==> config.mk <==
export PLATFORM = sky130hd
export DESIGN_NAME = ram_port_arbiter_flat
export DESIGN_NICKNAME = d
export VERILOG_FILES = /design/src/rtl/ram_port_arbiter_pkg.sv /design/src/rtl/ram_port_arbiter_if.sv /design/src/rtl/ram_wait_counter.sv /design/src/rtl/ram_port_arbiter.sv /design/src/flat_wrapper.sv
export SDC_FILE = /design/constraint.sdc
export NUM_CORES = 1
export LEC_CHECK = 0
export CAP_MARGIN = 20
export CELL_PAD_IN_SITES_DETAIL_PLACEMENT = 1
export CELL_PAD_IN_SITES_GLOBAL_PLACEMENT = 1
export CORE_UTILIZATION = 34
export CTS_BUF_LIST = sky130_fd_sc_hd__clkbuf_4
export CTS_CLUSTER_DIAMETER = 40
export DETAILED_ROUTE_END_ITERATION = 7
export GPL_TIMING_DRIVEN = 0
export PLACE_DENSITY_LB_ADDON = 0.1
export REMOVE_ABC_BUFFERS = 1
export SYNTH_ARGS = -nofsm -noshare
export SYNTH_HDL_FRONTEND = slang
export SYNTH_HIERARCHICAL = 1
export SYNTH_SLANG_ARGS = --single-unit
export TNS_END_PERCENT = 1
==> constraint.sdc <==
create_clock -name clk -period 3.4 [get_ports clk]
set_clock_uncertainty 0.2 [all_clocks]
set_input_delay 0.85 -clock clk [delete_from_list [all_inputs] [get_ports clk]]
set_output_delay 0.85 -clock clk [all_outputs]
set_load 0.02 [all_outputs]
==> src/rtl/ram_port_arbiter_pkg.sv <==
// ram_port_arbiter_pkg: shared memory geometry, arbiter FSM states and counter sizing helper.
package ram_port_arbiter_pkg;
  localparam int MEM_AW = 12;
  localparam int MEM_DW = 16;
  localparam int MEM_WORDS = 1 << MEM_AW;
  typedef enum logic [1:0] {IDLE, WAIT, HOLD} state_e;
  function automatic int cnt_w(input int max_wait);
    return max_wait < 1 ? 1 : $clog2(max_wait + 1);
  endfunction
endpackage

==> src/rtl/ram_port_arbiter_if.sv <==
// ram_port_arbiter_if: CPU, DMA and memory-side signals of the RAM port arbiter.
interface ram_port_arbiter_if #(
  parameter int AW = ram_port_arbiter_pkg::MEM_AW,
  parameter int DW = ram_port_arbiter_pkg::MEM_DW
);
  logic          cpu_str;
  logic          cpu_load;
  logic [AW-1:0] cpu_addr;
  logic [DW-1:0] cpu_wdata;
  logic [DW-1:0] cpu_rdata;
  logic          cpu_rvalid;
  logic          cpu_hold;
  logic          dma_req;
  logic          dma_we;
  logic [AW-1:0] dma_addr;
  logic [DW-1:0] dma_wdata;
  logic          dma_ack;
  logic [DW-1:0] dma_rdata;
  logic          dma_rvalid;
  logic          mem_en;
  logic          mem_we;
  logic [AW-1:0] mem_addr;
  logic [DW-1:0] mem_wdata;
  logic [DW-1:0] mem_rdata;
  logic          proto_err;
  modport slave (
    input  cpu_str, cpu_load, cpu_addr, cpu_wdata, dma_req, dma_we, dma_addr, dma_wdata, mem_rdata,
    output cpu_rdata, cpu_rvalid, cpu_hold, dma_ack, dma_rdata, dma_rvalid,
    output mem_en, mem_we, mem_addr, mem_wdata, proto_err
  );
  modport master (
    output cpu_str, cpu_load, cpu_addr, cpu_wdata, dma_req, dma_we, dma_addr, dma_wdata, mem_rdata,
    input  cpu_rdata, cpu_rvalid, cpu_hold, dma_ack, dma_rdata, dma_rvalid,
    input  mem_en, mem_we, mem_addr, mem_wdata, proto_err
  );
endinterface

==> src/rtl/ram_wait_counter.sv <==
// ram_wait_counter: saturating DMA wait counter; at_max flags the cycle the count reaches MAX_WAIT.
module ram_wait_counter
  import ram_port_arbiter_pkg::*;
#(
  parameter int MAX_WAIT = 8
) (
  input  logic clk,
  input  logic rst_n,
  input  logic inc,
  output logic at_max
);
  localparam int W = cnt_w(MAX_WAIT);
  logic [W-1:0] count_d, count_q;
  // at_max looks at the next count so the hold lands right after the MAX_WAIT-th unserved cycle
  always_comb begin
    count_d = !inc ? '0 : count_q == W'(MAX_WAIT) ? count_q : count_q + 1'b1;
    at_max = MAX_WAIT != 0 && count_d == W'(MAX_WAIT);
  end
  always_ff @(posedge clk or negedge rst_n)
    if (!rst_n) count_q <= '0;
    else count_q <= count_d;
endmodule

==> src/rtl/ram_port_arbiter.sv <==
// ram_port_arbiter: shares the single RAM port between CPU strobes (fixed priority) and a DMA requester,
// freezing the CPU for one cycle when the DMA has waited MAX_WAIT cycles.
module ram_port_arbiter
  import ram_port_arbiter_pkg::*;
#(
  parameter int AW = MEM_AW,
  parameter int DW = MEM_DW,
  parameter int MAX_WAIT = 8
) (
  input logic clk,
  input logic rst_n,
  ram_port_arbiter_if.slave bus
);
  state_e        state_q;
  logic          hold_q, at_max, cpu_go, dma_go;
  logic [AW-1:0] addr_d, addr_q;
  logic [DW-1:0] wdata_d, wdata_q, cpu_rdata_d, cpu_rdata_q, dma_rdata_d, dma_rdata_q;
  logic          cpu_rv_d, cpu_rv_q, dma_rv_d, dma_rv_q, err_d, err_q;
  ram_wait_counter #(.MAX_WAIT(MAX_WAIT)) u_cnt (
    .clk   (clk),
    .rst_n (rst_n),
    .inc   (bus.dma_req & ~dma_go),
    .at_max(at_max)
  );
  // grants are gated by rst_n so every output is quiet while reset is held
  always_comb begin
    cpu_go = rst_n & (bus.cpu_str | bus.cpu_load) & ~hold_q;
    dma_go = rst_n & ~cpu_go & bus.dma_req;
    addr_d = cpu_go ? bus.cpu_addr : dma_go ? bus.dma_addr : addr_q;
    wdata_d = cpu_go ? bus.cpu_wdata : dma_go ? bus.dma_wdata : wdata_q;
    cpu_rv_d = cpu_go & ~bus.cpu_str;
    dma_rv_d = dma_go & ~bus.dma_we;
    cpu_rdata_d = cpu_rv_q ? bus.mem_rdata : cpu_rdata_q;
    dma_rdata_d = dma_rv_q ? bus.mem_rdata : dma_rdata_q;
    err_d = err_q | (bus.cpu_str & bus.cpu_load);
  end
  assign bus.mem_en = cpu_go | dma_go;
  assign bus.mem_we = cpu_go ? bus.cpu_str : dma_go & bus.dma_we;
  assign bus.mem_addr = addr_d;
  assign bus.mem_wdata = wdata_d;
  assign bus.dma_ack = dma_go;
  assign bus.cpu_hold = hold_q;
  assign bus.cpu_rvalid = cpu_rv_q;
  assign bus.cpu_rdata = cpu_rdata_d;
  assign bus.dma_rvalid = dma_rv_q;
  assign bus.dma_rdata = dma_rdata_d;
  assign bus.proto_err = err_q;
  always_ff @(posedge clk or negedge rst_n)
    if (!rst_n) begin
      state_q <= IDLE;
      hold_q <= 1'b0;
    end else begin
      state_q <= state_q == HOLD ? IDLE : at_max ? HOLD : bus.dma_req & ~dma_go ? WAIT : IDLE;
      hold_q <= state_q != HOLD & at_max;
    end
  always_ff @(posedge clk or negedge rst_n)
    if (!rst_n) begin
      addr_q <= '0;
      wdata_q <= '0;
      cpu_rdata_q <= '0;
      dma_rdata_q <= '0;
      cpu_rv_q <= 1'b0;
      dma_rv_q <= 1'b0;
      err_q <= 1'b0;
    end else begin
      addr_q <= addr_d;
      wdata_q <= wdata_d;
      cpu_rdata_q <= cpu_rdata_d;
      dma_rdata_q <= dma_rdata_d;
      cpu_rv_q <= cpu_rv_d;
      dma_rv_q <= dma_rv_d;
      err_q <= err_d;
    end
endmodule
==> src/flat_wrapper.sv <==
// flat-port wrapper written by rule: the top's interface ports become plain ports
module ram_port_arbiter_flat import ram_port_arbiter_pkg::*;
#(
  parameter int AW = MEM_AW,
  parameter int DW = MEM_DW,
  parameter int MAX_WAIT = 8
)
  (clk, rst_n, bus_cpu_str, bus_cpu_load, bus_cpu_addr, bus_cpu_wdata, bus_dma_req, bus_dma_we, bus_dma_addr, bus_dma_wdata, bus_mem_rdata, bus_cpu_rdata, bus_cpu_rvalid, bus_cpu_hold, bus_dma_ack, bus_dma_rdata, bus_dma_rvalid, bus_mem_en, bus_mem_we, bus_mem_addr, bus_mem_wdata, bus_proto_err);
  ram_port_arbiter_if #(.AW(AW), .DW(DW)) bus_i ();
  input logic clk;
  input logic rst_n;
  input wire logic [$bits(bus_i.cpu_str)-1:0] bus_cpu_str;
  input wire logic [$bits(bus_i.cpu_load)-1:0] bus_cpu_load;
  input wire logic [$bits(bus_i.cpu_addr)-1:0] bus_cpu_addr;
  input wire logic [$bits(bus_i.cpu_wdata)-1:0] bus_cpu_wdata;
  input wire logic [$bits(bus_i.dma_req)-1:0] bus_dma_req;
  input wire logic [$bits(bus_i.dma_we)-1:0] bus_dma_we;
  input wire logic [$bits(bus_i.dma_addr)-1:0] bus_dma_addr;
  input wire logic [$bits(bus_i.dma_wdata)-1:0] bus_dma_wdata;
  input wire logic [$bits(bus_i.mem_rdata)-1:0] bus_mem_rdata;
  output wire logic [$bits(bus_i.cpu_rdata)-1:0] bus_cpu_rdata;
  output wire logic [$bits(bus_i.cpu_rvalid)-1:0] bus_cpu_rvalid;
  output wire logic [$bits(bus_i.cpu_hold)-1:0] bus_cpu_hold;
  output wire logic [$bits(bus_i.dma_ack)-1:0] bus_dma_ack;
  output wire logic [$bits(bus_i.dma_rdata)-1:0] bus_dma_rdata;
  output wire logic [$bits(bus_i.dma_rvalid)-1:0] bus_dma_rvalid;
  output wire logic [$bits(bus_i.mem_en)-1:0] bus_mem_en;
  output wire logic [$bits(bus_i.mem_we)-1:0] bus_mem_we;
  output wire logic [$bits(bus_i.mem_addr)-1:0] bus_mem_addr;
  output wire logic [$bits(bus_i.mem_wdata)-1:0] bus_mem_wdata;
  output wire logic [$bits(bus_i.proto_err)-1:0] bus_proto_err;
  assign bus_i.cpu_str = bus_cpu_str;
  assign bus_i.cpu_load = bus_cpu_load;
  assign bus_i.cpu_addr = bus_cpu_addr;
  assign bus_i.cpu_wdata = bus_cpu_wdata;
  assign bus_i.dma_req = bus_dma_req;
  assign bus_i.dma_we = bus_dma_we;
  assign bus_i.dma_addr = bus_dma_addr;
  assign bus_i.dma_wdata = bus_dma_wdata;
  assign bus_i.mem_rdata = bus_mem_rdata;
  assign bus_cpu_rdata = bus_i.cpu_rdata;
  assign bus_cpu_rvalid = bus_i.cpu_rvalid;
  assign bus_cpu_hold = bus_i.cpu_hold;
  assign bus_dma_ack = bus_i.dma_ack;
  assign bus_dma_rdata = bus_i.dma_rdata;
  assign bus_dma_rvalid = bus_i.dma_rvalid;
  assign bus_mem_en = bus_i.mem_en;
  assign bus_mem_we = bus_i.mem_we;
  assign bus_mem_addr = bus_i.mem_addr;
  assign bus_mem_wdata = bus_i.mem_wdata;
  assign bus_proto_err = bus_i.proto_err;
  ram_port_arbiter #(.AW(AW), .DW(DW), .MAX_WAIT(MAX_WAIT)) u_core (.clk(clk), .rst_n(rst_n), .bus(bus_i));
endmodule
Yosys cells after proc, flatten, opt, wreduce, memory -nomap -nowiden
Cells that the tools add are included.
{ "word_totals": {"reg_bits": 70, "inputBits": 78, "out_inout_bits": 67, "word_cells": 45} }
{ "classes": {"addsub": 1, "n_eq_ne": 4, "n_mux": 12, "bitwise_logic": 18} }
{ "op_table": {"columns": ["cell", "count"], "rows": [
  ["16-bit 2-to-1 mux", 4],
  ["12-bit 2-to-1 mux", 2],
  ["1-bit AND", 10],
  ["4-bit == test, second input constant", 2],
  ["4-bit 2-to-1 mux", 2],
  ["1-bit NOT", 5],
  ["4-bit by 1-bit adder with 4-bit output, second input constant", 1],
  ["2-bit 2-to-1 mux", 2],
  ["1-bit bitwise OR", 3],
  ["2-bit == test, second input constant", 1],
  ["1-bit 2-to-1 mux", 2],
  ["2-bit != test, second input constant", 1]
]} }

Logic depth before layout (Yosys ltp)
{ "depth": {"depth_word": 12, "depth_mapped": 6, "ltp_nobuf": 6} }

By module
Netlist, hierarchy kept.
{ "by_module_without_submodules": {"columns": ["module", "instances", "cells_each", "area_each_um2", "seq_area_each_um2"], "rows": [
  ["ram_port_arbiter", 1, 186, 2640.0, 1626.6],
  ["ram_wait_counter", 1, 24, 239.0, 100.1]
]} }

Worst setup path after synthesis
No wires, ideal clock.
{ "synth_path": {"path_kind": "input to output", "start": "input bus_cpu_str", "end": "output bus_mem_we", "arrival_ns": 1.932, "required_ns": 2.350, "path_slack_ns": 0.418, "stages": 5, "path_buffers": 2, "cell_sequence": "o21bai_2 clkbuf_2 clkbuf_1 and2_1 a22o_1"} }
{ "synth_via": {"elab_chain_cells": 8} }
{ "synth_rtl": {"columns": ["element", "line", "text"], "rows": [
  ["start: declaration", "flat_wrapper.sv:12", "input wire logic [$bits(bus_i.cpu_str)-1:0] bus_cpu_str;"],
  ["1-bit bitwise OR", "ram_port_arbiter.sv:27", "cpu_go = rst_n & (bus.cpu_str | bus.cpu_load) & ~hold_q;"],
  ["1-bit AND (2 in series)", "ram_port_arbiter.sv:27", null],
  ["1-bit NOT", "ram_port_arbiter.sv:28", "dma_go = rst_n & ~cpu_go & bus.dma_req;"],
  ["1-bit AND (2 in series)", "ram_port_arbiter.sv:28", null],
  ["via bus_dma_ack", "flat_wrapper.sv:24", "output wire logic [$bits(bus_i.dma_ack)-1:0] bus_dma_ack;"],
  ["1-bit AND", "ram_port_arbiter.sv:38", "assign bus.mem_we = cpu_go ? bus.cpu_str : dma_go & bus.dma_we;"],
  ["1-bit 2-to-1 mux", "ram_port_arbiter.sv:38", null],
  ["end: declaration", "flat_wrapper.sv:28", "output wire logic [$bits(bus_i.mem_we)-1:0] bus_mem_we;"]
]} }
The timed path passes the listed nets, and every way through them passes these cells.

Final worst setup path
{ "layout_path": {"start": "input bus_dma_req", "end": "output bus_mem_addr[3]"} }
{ "layout_via": {"elab_chain_cells": 3} }
{ "layout_rtl": {"columns": ["element", "line", "text"], "rows": [
  ["start: declaration", "flat_wrapper.sv:16", "input wire logic [$bits(bus_i.dma_req)-1:0] bus_dma_req;"],
  ["1-bit AND", "ram_port_arbiter.sv:28", null],
  ["12-bit 2-to-1 mux (2 in series)", "ram_port_arbiter.sv:29", "addr_d = cpu_go ? bus.cpu_addr : dma_go ? bus.dma_addr : addr_q;"],
  ["end: declaration", "flat_wrapper.sv:29", "output wire logic [$bits(bus_i.mem_addr)-1:0] bus_mem_addr;"]
]} }
No other way between the ends.

==> results.md <==
- GRT Overall Usage: 22.27%
- Seq cells post-synth: slightly below 70
- Worst r2r dst: u_core/state_q[0]
- DRC: 0
- Worst EP arrival: 2.25 ns
- Avg WL per Cell: 19.01 um
- CP Max Fanout: 7
- Max_slew headroom: ~53%
- Leak: approximately 2.2 nW
- Gr ovfl total: 0
- RSZ-0062 raised after global routing: false
- CTS tree: built
- First DRT Iteration DRCs: 61
- DR vias/cell: 5.195
- Synth Instances: 210
- Clock latency on the worst-skew pair: 0.40 ns
- DIE AREA: slightly below 0.009 mm2
- Hold WS: between 0.08 and 0.09 ns
- CP Capture Type: primary output
- Standard-cell row count: 33
- Initial Util: 35.04%
- Slew @ Worst Pin: 0.7089 ns
- Final wirelength: 9086 um
- Synthesized area: 0.002879 mm2
- Mean Syn Cell Area: between 10 and 15 um2
- Worst Path Required: 2.35 ns
- Worst VDD drop: 0.2585 mV
- Max Fclk: 0.3035 GHz
- Initial antenna violation count: 0
- Max-Cap Viols: 0
- Sequential-to-total area share from yosys stat: 59.97%
- CP startpoint kind: primary input
- Worst setup margin: 0.1047 ns
- Pwr dens: a little over 500 mW/mm2
- Count of final hold-check violations: 0
- Reg2Reg Depth: 8
- Reg2reg setup slack: 1.17 ns
- Fraction of layout cells with a size suffix above 1: approximately a quarter
- Crit path to: bus_mem_addr[3]
- Net count, final: between 400 and 500
- Post-place instance area: 0.004393 mm2
- Drt pass-1 iters: 4
- Cts bufs inserted: 9
- Pin count of the biggest net entering global routing: 29
- Clock sink count: 69
- Final Setup Violations: 0
- Reg clk slew, reported paths: 0.12 ns
- Prevailing post-synth register cell: dfrtp_1
- Worst hold path class: primary input to async pin
- EDFF count, synth: 0
- Multi-input logic area: 0.001165 mm2
- Ys Warns: 6
- Remaining antenna violation count after routing: 0
- Reg area: 0.001728 mm2
- Detailed placement HPWL: 5555 um
- Core Util, Final: 58.00%
- H-tree depth: 3
- Pre-CTS setup slack: -1.787 ns
- Netlist cell types: 30
- Port Buffers: 144
- Clk root buf: clkbuf_4
- # hold bufs at CTS: 0
- Clock buffer depth: 2
- Crit. Startpoint: bus_dma_req
- Die height: 94.02 um
- Vias: between 2000 and 2500
- Fin crit period: approximately 3.3 ns
- First-pass GRT wire length: 14570 um
- Die Wd: 94.02 um
- Fillers: 833
- Pins Over Slew Limit: 0
- Diode count: 0
- Crit share post-route: 96.92%
- Vias in the first global route: 2679
- Reg-to-Reg Start: u_core/bus.cpu_hold
- GPL Wtd Cong: 0.7581
- Async S/R FF share, synth: 100.0%
- Core area: 0.008217 mm2
- Number of I/O pins: ~150
- Layout area overhead: 65.54%
- WS Path Type: primary input to primary output
- Post-layout instance area: between 0.004 and 0.005 mm2
- Status: complete, no violations
[placed cells by master (no fill, tap or decap), drive strengths merged, types with 3 or more instances in the layout]
cell,count
and2,5
clkdlybuf4s50,110
a21bo,3
dfrtp,69
and3,29
nor2b,3
o21a,3
a221o,28
mux2,32
inv,5
clkbuf,14
o21ai,3
bufinv,3
buf,17
clkdlybuf4s15,12
dlygate4sd2,13
nor2,3
[metal layers]
layer	part of all wire, %	wire length, um	GRT usage [%]
met5	0	0	0
met4	1.6	148	9.744
met2	51	4632	38.75
met3	7.7	704	6.392
met1	40	3600	25.29
[flip-flops by register name (all words and copies together) (netlist names)]
register,cells
u_core/cpu_rdata_q,16
u_core/dma_rdata_q,16
u_core/wdata_q,16
u_core/addr_q,12
u_core/u_cnt/count_q,4
u_core/bus.cpu_hold,1
u_core/bus.cpu_rvalid,1
u_core/bus.dma_rvalid,1
u_core/bus.proto_err,1
u_core/state_q,1
[synthesized netlist by cell type (3+ instances only)]
master	n	area [um2]
dfrtp_1	69	1727
mux2_2	32	360.4
inv_1	5	18.77
and3_1	29	181.4
and2_1	4	25.02
clkbuf_1	7	26.28
buf_2	6	30.03
nor2_1	3	11.26
nor2b_1	3	18.77
a221o_1	28	280.3
[where the power goes]
group          internal [mW]  switching [mW]
combinational          0.383           0.354
clock                  0.381           0.305
sequential             0.940          0.0403
total                   1.70           0.699
[how the worst min path moves through the flow]
stage / startpoint / to / slack, ns / cells after the start
after floorplan: u_core/state_q[0] / u_core/bus.cpu_hold / 0.27 / 2
after global placement: u_core/bus.proto_err / u_core/bus.proto_err / 0.24 / 1
after detailed placement: u_core/bus.proto_err / u_core/bus.proto_err / 0.24 / 1
after CTS: rst_n / u_core/wdata_q[2] / 0.03 / 1
after global routing: rst_n / u_core/wdata_q[2] / 0.07 / 1
final: rst_n / u_core/wdata_q[2] / 0.09 / 1
[kinds of logic after synthesis]
kind of cell | Yosys count | share of synthesized area [%]
flops | 69 | 59.97
buf+inv | 21 | 3.564
compound gates | 41 | 13.26
mux | 33 | 12.86
simple gates | 43 | 9.169
xor+xnor | 1 | 0.3043
fa+ha+maj | 2 | 0.8690
[final cells by class]
class	count	share of cell area (%)
Clock buffer	10	1.575
Clock inverter	6	2.337
Inverter	5	0.3938
Multi-Input combinational cell	126	24.44
Sequential cell	69	36.26
Tap cell	105	2.757
Timing Repair Buffer	157	32.24
[repair_timing]
action                     in CTS  in global routing
cloned                          7                  0
setup buffers                  10                  2
pin swaps                       4                  0
gates resized for setup        73                 18
setup endpoints to repair      31                 43
[through the flow]
stage / cells / power [mW] / TNS (ns)
6_report: 478 / 2.403 / 0
5_1_grt: 478 / 2.518 / 0
4_1_cts: 477 / 2.430 / -0.1251
3_5_place_dp: 444 / 1.733 / -62.81
3_3_place_gp: 443 / 1.714 / -277.52
2_1_floorplan: 194 / 1.329 / 0
[critical path, stage by stage]
cell           delay (ns)
dlygate4sd2_1        0.29
and2_4               0.17
buf_4                0.16
and3_1               0.18
a221o_1              0.27
dlygate4sd2_1        0.33
Note: power is estimated with default switching activity, not from simulation.
